$ cat src/rtl/y_linebuf_ctrl.sv
// Ping-pong luma line buffer sequencer: writes each active line into one
// of two RAM banks and presents completed lines to a consumer through a
// valid/ack handshake. Lines that find no free bank are dropped and flagged.
module y_linebuf_ctrl #(
  parameter int LINE_W = 640,
  parameter int ADDR_W = 10,
  parameter int LCNT_W = 10
) (
  input  logic              clk,
  input  logic              rst,
  input  logic [7:0]        y_i,
  input  logic              dv_i,
  input  logic              vs_i,
  output logic              wr_en_o,
  output logic              wr_bank_o,
  output logic [ADDR_W-1:0] wr_addr_o,
  output logic [7:0]        wr_data_o,
  output logic              line_valid_o,
  output logic              rd_bank_o,
  output logic [ADDR_W:0]   line_len_o,
  output logic [LCNT_W-1:0] line_idx_o,
  input  logic              line_ack_i,
  output logic              frame_start_o,
  output logic              overflow_o
);

  typedef enum logic [1:0] {IDLE, GAP, WRITE, DROP} state_t;

  localparam logic [ADDR_W:0] COL_MAX = (ADDR_W+1)'(LINE_W);

  state_t              state, state_nxt;
  logic                dv_q, vs_q;
  logic [1:0]          full;
  logic                wr_bank, rd_bank;
  logic [ADDR_W:0]     col;
  logic [LCNT_W-1:0]   line_cnt;
  logic [ADDR_W:0]     len_mem [2];
  logic [LCNT_W-1:0]   idx_mem [2];

  logic                wr_en_p1, wr_bank_p1, frame_start_p1, overflow_p1;
  logic [ADDR_W-1:0]   wr_addr_p1;
  logic [7:0]          wr_data_p1;

  logic vs_rise, dv_rise, dv_fall, wr_full;
  logic pix_take, pix_write, pix_trunc;
  logic commit, drop_start, drop_end, ack_do;

  // Edge detection and per-cycle event decode; a new frame overrides everything.
  always_comb begin
    vs_rise    = vs_i & ~vs_q;
    dv_rise    = dv_i & ~dv_q;
    dv_fall    = ~dv_i & dv_q;
    wr_full    = full[wr_bank];
    pix_take   = ~vs_rise & (((state == GAP) & dv_rise & ~wr_full) |
                             ((state == WRITE) & dv_i));
    pix_write  = pix_take & (col < COL_MAX);
    pix_trunc  = pix_take & ~(col < COL_MAX);
    commit     = ~vs_rise & (state == WRITE) & dv_fall & (col != '0);
    drop_start = ~vs_rise & (state == GAP) & dv_rise & wr_full;
    drop_end   = ~vs_rise & (state == DROP) & dv_fall;
    ack_do     = line_ack_i & full[rd_bank];
  end

  // Next-state logic for the line sequencer.
  always_comb begin
    state_nxt = state;
    if (vs_rise) begin
      state_nxt = GAP;
    end else begin
      case (state)
        IDLE:    state_nxt = IDLE;
        GAP:     if (dv_rise) state_nxt = wr_full ? DROP : WRITE;
        WRITE:   if (dv_fall) state_nxt = GAP;
        DROP:    if (dv_fall) state_nxt = GAP;
        default: state_nxt = IDLE;
      endcase
    end
  end

  // State register.
  always_ff @(posedge clk) begin
    if (rst) state <= IDLE;
    else     state <= state_nxt;
  end

  // Bank bookkeeping: full flags, bank pointers, column and line counters.
  always_ff @(posedge clk) begin
    if (rst) begin
      dv_q     <= 1'b0;
      vs_q     <= 1'b0;
      full     <= '0;
      wr_bank  <= 1'b0;
      rd_bank  <= 1'b0;
      col      <= '0;
      line_cnt <= '0;
      for (int b = 0; b < 2; b++) begin
        len_mem[b] <= '0;
        idx_mem[b] <= '0;
      end
    end else begin
      dv_q <= dv_i;
      vs_q <= vs_i;
      if (vs_rise) begin
        full     <= '0;
        wr_bank  <= 1'b0;
        rd_bank  <= 1'b0;
        col      <= '0;
        line_cnt <= '0;
      end else begin
        if (ack_do) begin
          full[rd_bank] <= 1'b0;
          rd_bank       <= ~rd_bank;
        end
        if (pix_write) col <= col + (ADDR_W+1)'(1);
        if (commit) begin
          full[wr_bank]    <= 1'b1;
          len_mem[wr_bank] <= col;
          idx_mem[wr_bank] <= line_cnt;
          wr_bank          <= ~wr_bank;
          col              <= '0;
        end
        if (commit || drop_end) line_cnt <= line_cnt + LCNT_W'(1);
      end
    end
  end

  // Stage p1: registered RAM write port, frame pulse and sticky overflow.
  always_ff @(posedge clk) begin
    if (rst) begin
      wr_en_p1       <= 1'b0;
      wr_bank_p1     <= 1'b0;
      wr_addr_p1     <= '0;
      wr_data_p1     <= '0;
      frame_start_p1 <= 1'b0;
      overflow_p1    <= 1'b0;
    end else begin
      wr_en_p1       <= pix_write;
      frame_start_p1 <= vs_rise;
      if (pix_write) begin
        wr_bank_p1 <= wr_bank;
        wr_addr_p1 <= col[ADDR_W-1:0];
        wr_data_p1 <= y_i;
      end
      if (drop_start || pix_trunc) overflow_p1 <= 1'b1;
    end
  end

  assign wr_en_o       = wr_en_p1;
  assign wr_bank_o     = wr_bank_p1;
  assign wr_addr_o     = wr_addr_p1;
  assign wr_data_o     = wr_data_p1;
  assign frame_start_o = frame_start_p1;
  assign overflow_o    = overflow_p1;
  assign line_valid_o  = full[rd_bank];
  assign rd_bank_o     = rd_bank;
  assign line_len_o    = len_mem[rd_bank];
  assign line_idx_o    = idx_mem[rd_bank];

endmodule

$ cat config.mk
export PLATFORM = sky130hd
export DESIGN_NAME = y_linebuf_ctrl
export DESIGN_NICKNAME = d
export VERILOG_FILES = /design/src/rtl/y_linebuf_ctrl.sv
export SDC_FILE = /design/constraint.sdc
export NUM_CORES = 1
export LEC_CHECK = 0
export ABC_AREA = 1
export CORE_UTILIZATION = 56
export DETAILED_ROUTE_END_ITERATION = 10
export DONT_BUFFER_PORTS = 1
export PLACE_DENSITY = 0.72
export SYNTH_ARGS = -nofsm -noshare
export SYNTH_HDL_FRONTEND = slang
export SYNTH_SLANG_ARGS = --single-unit
export TNS_END_PERCENT = 100
$ cat constraint.sdc
create_clock -name clk -period 5.75 [get_ports clk]
set_clock_uncertainty 0.05 [all_clocks]
set_input_delay 1.15 -clock clk [delete_from_list [all_inputs] [get_ports clk]]
set_output_delay 1.15 -clock clk [all_outputs]
set_load 0.05 [all_outputs]
---- Word-level counts from Yosys, hierarchy flattened ----
Memory sizes are Yosys's and may differ from the RTL's. A register that Yosys moved wholly into a read port is not among the register bits.
Index checks and enable logic that the tools add are counted.
word-level totals
  flip-flop bits (word level) ............. 51
  RAM bits ................................ 42
  input bits .............................. 13
  logic and storage cells ................. 107
  memories kept ........................... 2
memories
  memory   depth  bits a word  read ports  clocked after Yosys merged registers in  wr ports  RTL line  text
  len_mem  2      11           1           1                                        2         37        logic [ADDR_W:0] len_mem [2];
  idx_mem  2      10           1           1                                        2         38        logic [LCNT_W-1:0] idx_mem [2];
cells by class
  $add $sub $neg .......................... 2
  order comparisons ....................... 5
  eq/ne operators ......................... 7
  mux-type cells .......................... 33
  bitwise gates (word level) .............. 30
  reduce and logical (&&, ||, !) cells .... 13
operator list
  kind                                                          count
  two-way mux 1 bit                                             22
  bitwise AND 1 bit                                             18
  two-way mux 2 bit                                             6
  adder 11 x 1 -> 11 bit, second input constant                 1
  less-than comparator 11 x 10 -> 1 bit, second input constant  1
  two-way mux 11 bit                                            1
  nonzero test 11 bit                                           1
  OR reduction 11 bit                                           1
  adder 10 x 1 -> 10 bit, second input constant                 1
  two-way mux 10 bit                                            1
  OR reduction 10 bit                                           1
  inverter 1 bit                                                8
  one-hot mux 2 bit (3 select lines)                            1
  equality test 2 bit, second input constant                    2
  less-than comparator 1 x 2 -> 1 bit, second input constant    2
  AND reduction 2 bit                                           2
  OR reduction 2 bit                                            2
  != test 3 x 1 -> 1 bit, second input constant                 1
  != test 3 bit, second input constant                          1
  OR reduction 3 bit                                            1
  bitwise AND 2 bit                                             1
  demux 1 bit (select 1 bit)                                    2
  equality test 2 x 1 -> 1 bit, second input constant           1
  >= comparator 1 bit, second input constant                    2
  other kinds (8)                                               10

---- Depth between registers and ports, before layout ----
  word-level depth ........................ 12
  depth in mapped cells ................... 10
  gate-level depth less buffers ........... 9

---- Worst setup path before layout ----
No wires, ideal clock.
  path type ............................... reg2out
  start ................................... register rd_bank, in the netlist rd_bank_o
  end ..................................... output port line_valid_o
  arrival time ............................ 1.664 ns
  path slack .............................. 2.886 ns
  cell stages (with the launch flop) ...... 2
  buffers on the path ..................... 0
  path through ............................ dfxtp_1 > o21ai_0
between the ends
  longest elaborated chain between the ends .. 2
RTL lines
  element                                               RTL line  text
  start, declared                                       34        logic wr_bank, rd_bank;
  start signal, assigned                                112       rd_bank <= ~rd_bank;
  two-way mux 1 bit (not written as such) (2 in a row)  154       assign line_valid_o = full[rd_bank];
  end, declared                                         18        output logic line_valid_o,
Every way passes these cells. The select of a mux whose other input is x is not followed.

==> Implementation_results.wiki <==
{| class="wikitable"
! Metric !! Value
|-
| Post-synth cell types || 27
|-
| Fraction of layout cells with a size suffix above 1 || a little over a tenth
|-
| RSZ-0062 raised after global routing || no
|-
| Met3 capacity usage during global routing || between 7 and 8%
|-
| Die area || between 7000 and 8000 um^2
|-
| Number of enable flip-flop cells after synthesis || between 40 and 50
|-
| Max rail drop VDD || 0.0001815 V
|-
| Crit path time final || about 3000 ps
|-
| Ys async rst share || 0%
|-
| Overall routed net length || ~8100 um
|-
| Layout Cell Area excl Fill || about 4400 um^2
|-
| Gate count of the mapped netlist || 474
|-
| Area fraction in and, or, nand and nor cells after synthesis || between 20% and 30%
|-
| Total number of yosys warnings || 0
|-
| Power density relative to cell area || 271.9 nW/um^2
|-
| Average wire per cell in the routed design || 14.38 um
|-
| Core Rows || 31
|-
| Post-Synthesis Cell Area || between 4000 and 5000 um^2
|-
| Area occupied by multi-input gates || 1597 um^2
|-
| Number of CTS-inserted buffers || 9
|-
| Maximum frequency from static timing analysis || between 0.3 and 0.4 GHz
|-
| Router iterations before antenna repair || 4
|-
| Main combinational cell family by area after synthesis || simple AND/OR/NAND/NOR gates
|-
| Kind of capture point of the worst setup path || output port
|-
| Clock tree sinks || 94
|-
| Total area of sequential cells || roughly 2300 um^2
|-
| Clock tree root buffer cell || sky130_fd_sc_hd__clkbuf_8
|-
| Total vias in the final route || 3014
|-
| Count of cells along the worst register-to-register path || 9
|-
| WHS Endpoint || line_cnt[9]
|-
| Max cap viols || 0
|-
| Global-route wire length before repair || 13030 um
|-
| Cells along the critical path || mux2_2
|-
| Main flop type after synthesis || sky130_fd_sc_hd__dfxtp_1
|-
| Floorplan core area || between 7000 and 8000 um^2
|-
| Crit share post-route || around 53%
|-
| Clock tree from TritonCTS || yes
|-
| Vertical die dimension || slightly below 90 um
|-
| Cell family contributing the most delay on the critical path || flip-flops
|-
| Met1 capacity usage during global routing || between 30% and 40%
|-
| Worst hold-check path type || flip-flop to flip-flop
|-
| Portion of netlist area occupied by mux cells || under 10%
|-
| Leakage power || between 1 and 1.5 nW
|-
| Buffers from clock root to sink, at most || 2
|-
| Width of the die || 89.01 um
|-
| Post-route ant nets || 0
|-
| Starting utilization of the core area || between 50% and 60%
|-
| HPWL after detailed placement || between 5000 and 6000 um
|-
| Final slew viol count || 0
|-
| Iteration-0 DRC count of the detailed router || ~210
|-
| Detailed-route DRC error count || 0
|-
| Nets in the synthesized netlist || roughly 500
|-
| Overflow left after global routing || 0
|-
| Hold Path Origin || line_cnt[9]
|-
| Total Routing Usage GR || between 20 and 25%
|-
| Flop2flop setup slack || 3180 ps
|-
| Vias per cell || between 5 and 6
|-
| Parity-gate share of the synthesized area counting xor and xnor cells || 1.446%
|-
| Worst endpoint data arrival time || 1840 ps
|-
| Top-level port count || 58
|-
| Cell Area, Placed || about 4200 um^2
|-
| Share of synthesized area occupied by flip-flops and latches || a little over half
|-
| Antenna violations before repair || 0
|-
| Crit Path Category || flip-flop to output port
|-
| Number of hold-slack violations in the final timing report || 0
|-
| Via count of the first global-routing pass || approximately 2700
|-
| Worst R2R End || len_mem[1][4]
|-
| GRT busiest layer || met2
|-
| Post-CTS setup buffer count || 0
|-
| Syn Area/Cell || between 8 and 9 um^2
|-
| Pin count of the biggest net entering global routing || 32
|-
| Post-synthesis register bit count || 94
|-
| Worst-path maximum fanout || 21
|-
| Sort of element at the start of the critical path || flip-flop
|-
| Worst path max stage delay || roughly 920 ps
|-
| Max-slew headroom at the worst pin || approximately a third
|-
| Hold bufs inserted after CTS || 0
|-
| Crit path max-delay cell type || sky130_fd_sc_hd__dfxtp_1
|-
| Total setup violations reported at the end of the flow || 0
|-
| H-tree depth || 3
|-
| Hold-critical path depth || 2
|-
| Gp weighted congestion || 0.9036
|-
| Adder and majority cell fraction of the synthesized area || 0.8855%
|-
| Transition time of the tightest slew-check pin || about 960 ps
|-
| Setup total negative slack || 0 ps
|-
| Buffers and inverters on the worst path || 0
|-
| Highest-count cells in the layout ignoring fill and taps || sky130_fd_sc_hd__nand2_1 (87), sky130_fd_sc_hd__nor2_1 (70), sky130_fd_sc_hd__nand3_1 (55)
|-
| Number of nets in the layout || between 400 and 500
|-
| Compound-Gate Fraction of Synth Area || about 6.7%
|-
| Antenna cells || 0
|-
| Met2 Usage GRT || about a third
|-
| R2r startpoint || col[0]
|-
| Most frequent standard cell in the layout excluding fill and tap cells || sky130_fd_sc_hd__nand2_1
|-
| Area overhead of the layout relative to synthesis || 3.188%
|-
| Cts repair resizes || 0
|-
| Clock Latency Late Sink || roughly 370 ps
|-
| Result of the run || finished clean
|-
| Required arrival time at the worst endpoint || 4550 ps
|-
| Clock transition at the registers of the reported paths || roughly 100 ps
|-
| Fillers || 664
|-
| PortBufs || 0
|}
## cell families (layout without fill, tap and decap cells)
kind of cell,count (synthesis),after routing
and+or+nand+nor,227,227
buffers and inverters,68,59
DFF,94,94
muxes,21,21
AOI/OAI and AO/OA,54,54
adders and majority gates,3,3
xor gates and xnor gates,7,7
## worst register-to-register path, cell delays in order (launching register included)
cell                      delay [ps]
sky130_fd_sc_hd__dfxtp_1         360
sky130_fd_sc_hd__inv_1           150
sky130_fd_sc_hd__ha_1            160
sky130_fd_sc_hd__inv_1            40
sky130_fd_sc_hd__nor2_1          120
sky130_fd_sc_hd__nand2_1         120
sky130_fd_sc_hd__o21ai_4         390
sky130_fd_sc_hd__inv_2           120
sky130_fd_sc_hd__nand2_1         110
sky130_fd_sc_hd__nand2_1         510
## state kept, by name (all words and copies together), names as in the netlist, 2 cells and up, named ones only
| signal | flops |
|---|---|
| full | 2 |
| wr_addr_o | 10 |
| col | 11 |
| idx_mem | 20 |
| line_cnt | 10 |
| len_mem | 22 |
| state | 2 |
| wr_data_o | 8 |
## report_power, final
part           switching [mW]  leakage (nW)  internal, mW
registers              0.0126         0.847         0.710
logic                  0.0381         0.540       0.00822
clock network           0.252        0.0982         0.169
total                   0.303          1.49         0.887
## per-stage QoR
stage / total power [mW] / setup WS (ps) / hold slack (ps) / util, % / instances
after floorplan: 0.7811 / 2886 / 409.0 / - / 474
after global placement: 0.7838 / 2749 / 434.9 / 57.38 / 548
after detailed placement: 0.7850 / 2703 / 439.1 / 57.38 / 548
after CTS: 1.197 / 2670 / 455.2 / 59.99 / 564
after global routing: 1.233 / 2587 / 471.1 / 59.99 / 564
final: 1.189 / 2709 / 459.2 / 59.99 / 564
## per-layer routing
layer,part of all wire (%),vias to the layer above
met5,0,-
met4,1.1,0
met3,7.4,9
met2,45,84
met1,47,1393
li1,-,1528
## cell type report
type                    instances  share of cell area, %
clock buffers                   9                  2.832
clock inverters                 7                  1.516
multi-input cells             312                  36.50
inverters                      43                  3.690
flip-flops and latches         94                  52.63
well taps                      99                  2.832
## Yosys cell counts (4+ instances only)
master / number / area share [%]
sky130_fd_sc_hd__nor2_1: 70 / 6.2
sky130_fd_sc_hd__buf_2: 7 / 0.83
sky130_fd_sc_hd__nand2_1: 87 / 7.7
sky130_fd_sc_hd__edfxtp_1: 42 / 30
sky130_fd_sc_hd__inv_1: 40 / 3.5
sky130_fd_sc_hd__mux2_2: 21 / 5.6
sky130_fd_sc_hd__o21ai_0: 5 / 0.59
sky130_fd_sc_hd__clkbuf_1: 5 / 0.44
sky130_fd_sc_hd__a21oi_1: 46 / 5.4
sky130_fd_sc_hd__buf_4: 4 / 0.71
sky130_fd_sc_hd__dfxtp_1: 52 / 25
sky130_fd_sc_hd__buf_6: 8 / 2.1
sky130_fd_sc_hd__nand3_1: 55 / 6.5
sky130_fd_sc_hd__xor2_1: 7 / 1.4
sky130_fd_sc_hd__nand4_1: 4 / 0.59
## worst max-delay path by stage
stage,cells after the start,slack [ps],from,end
2_1_floorplan,1,2890,rd_bank_o,line_valid_o
3_3_place_gp,7,2750,vs_i,len_mem[0][3]
3_5_place_dp,7,2700,vs_i,len_mem[1][4]
4_1_cts,1,2670,flip-flop,line_len_o[0]
5_1_grt,1,2590,flip-flop,line_len_o[0]
6_report,1,2710,flip-flop,line_len_o[0]
(Power assumes the default switching activity.)
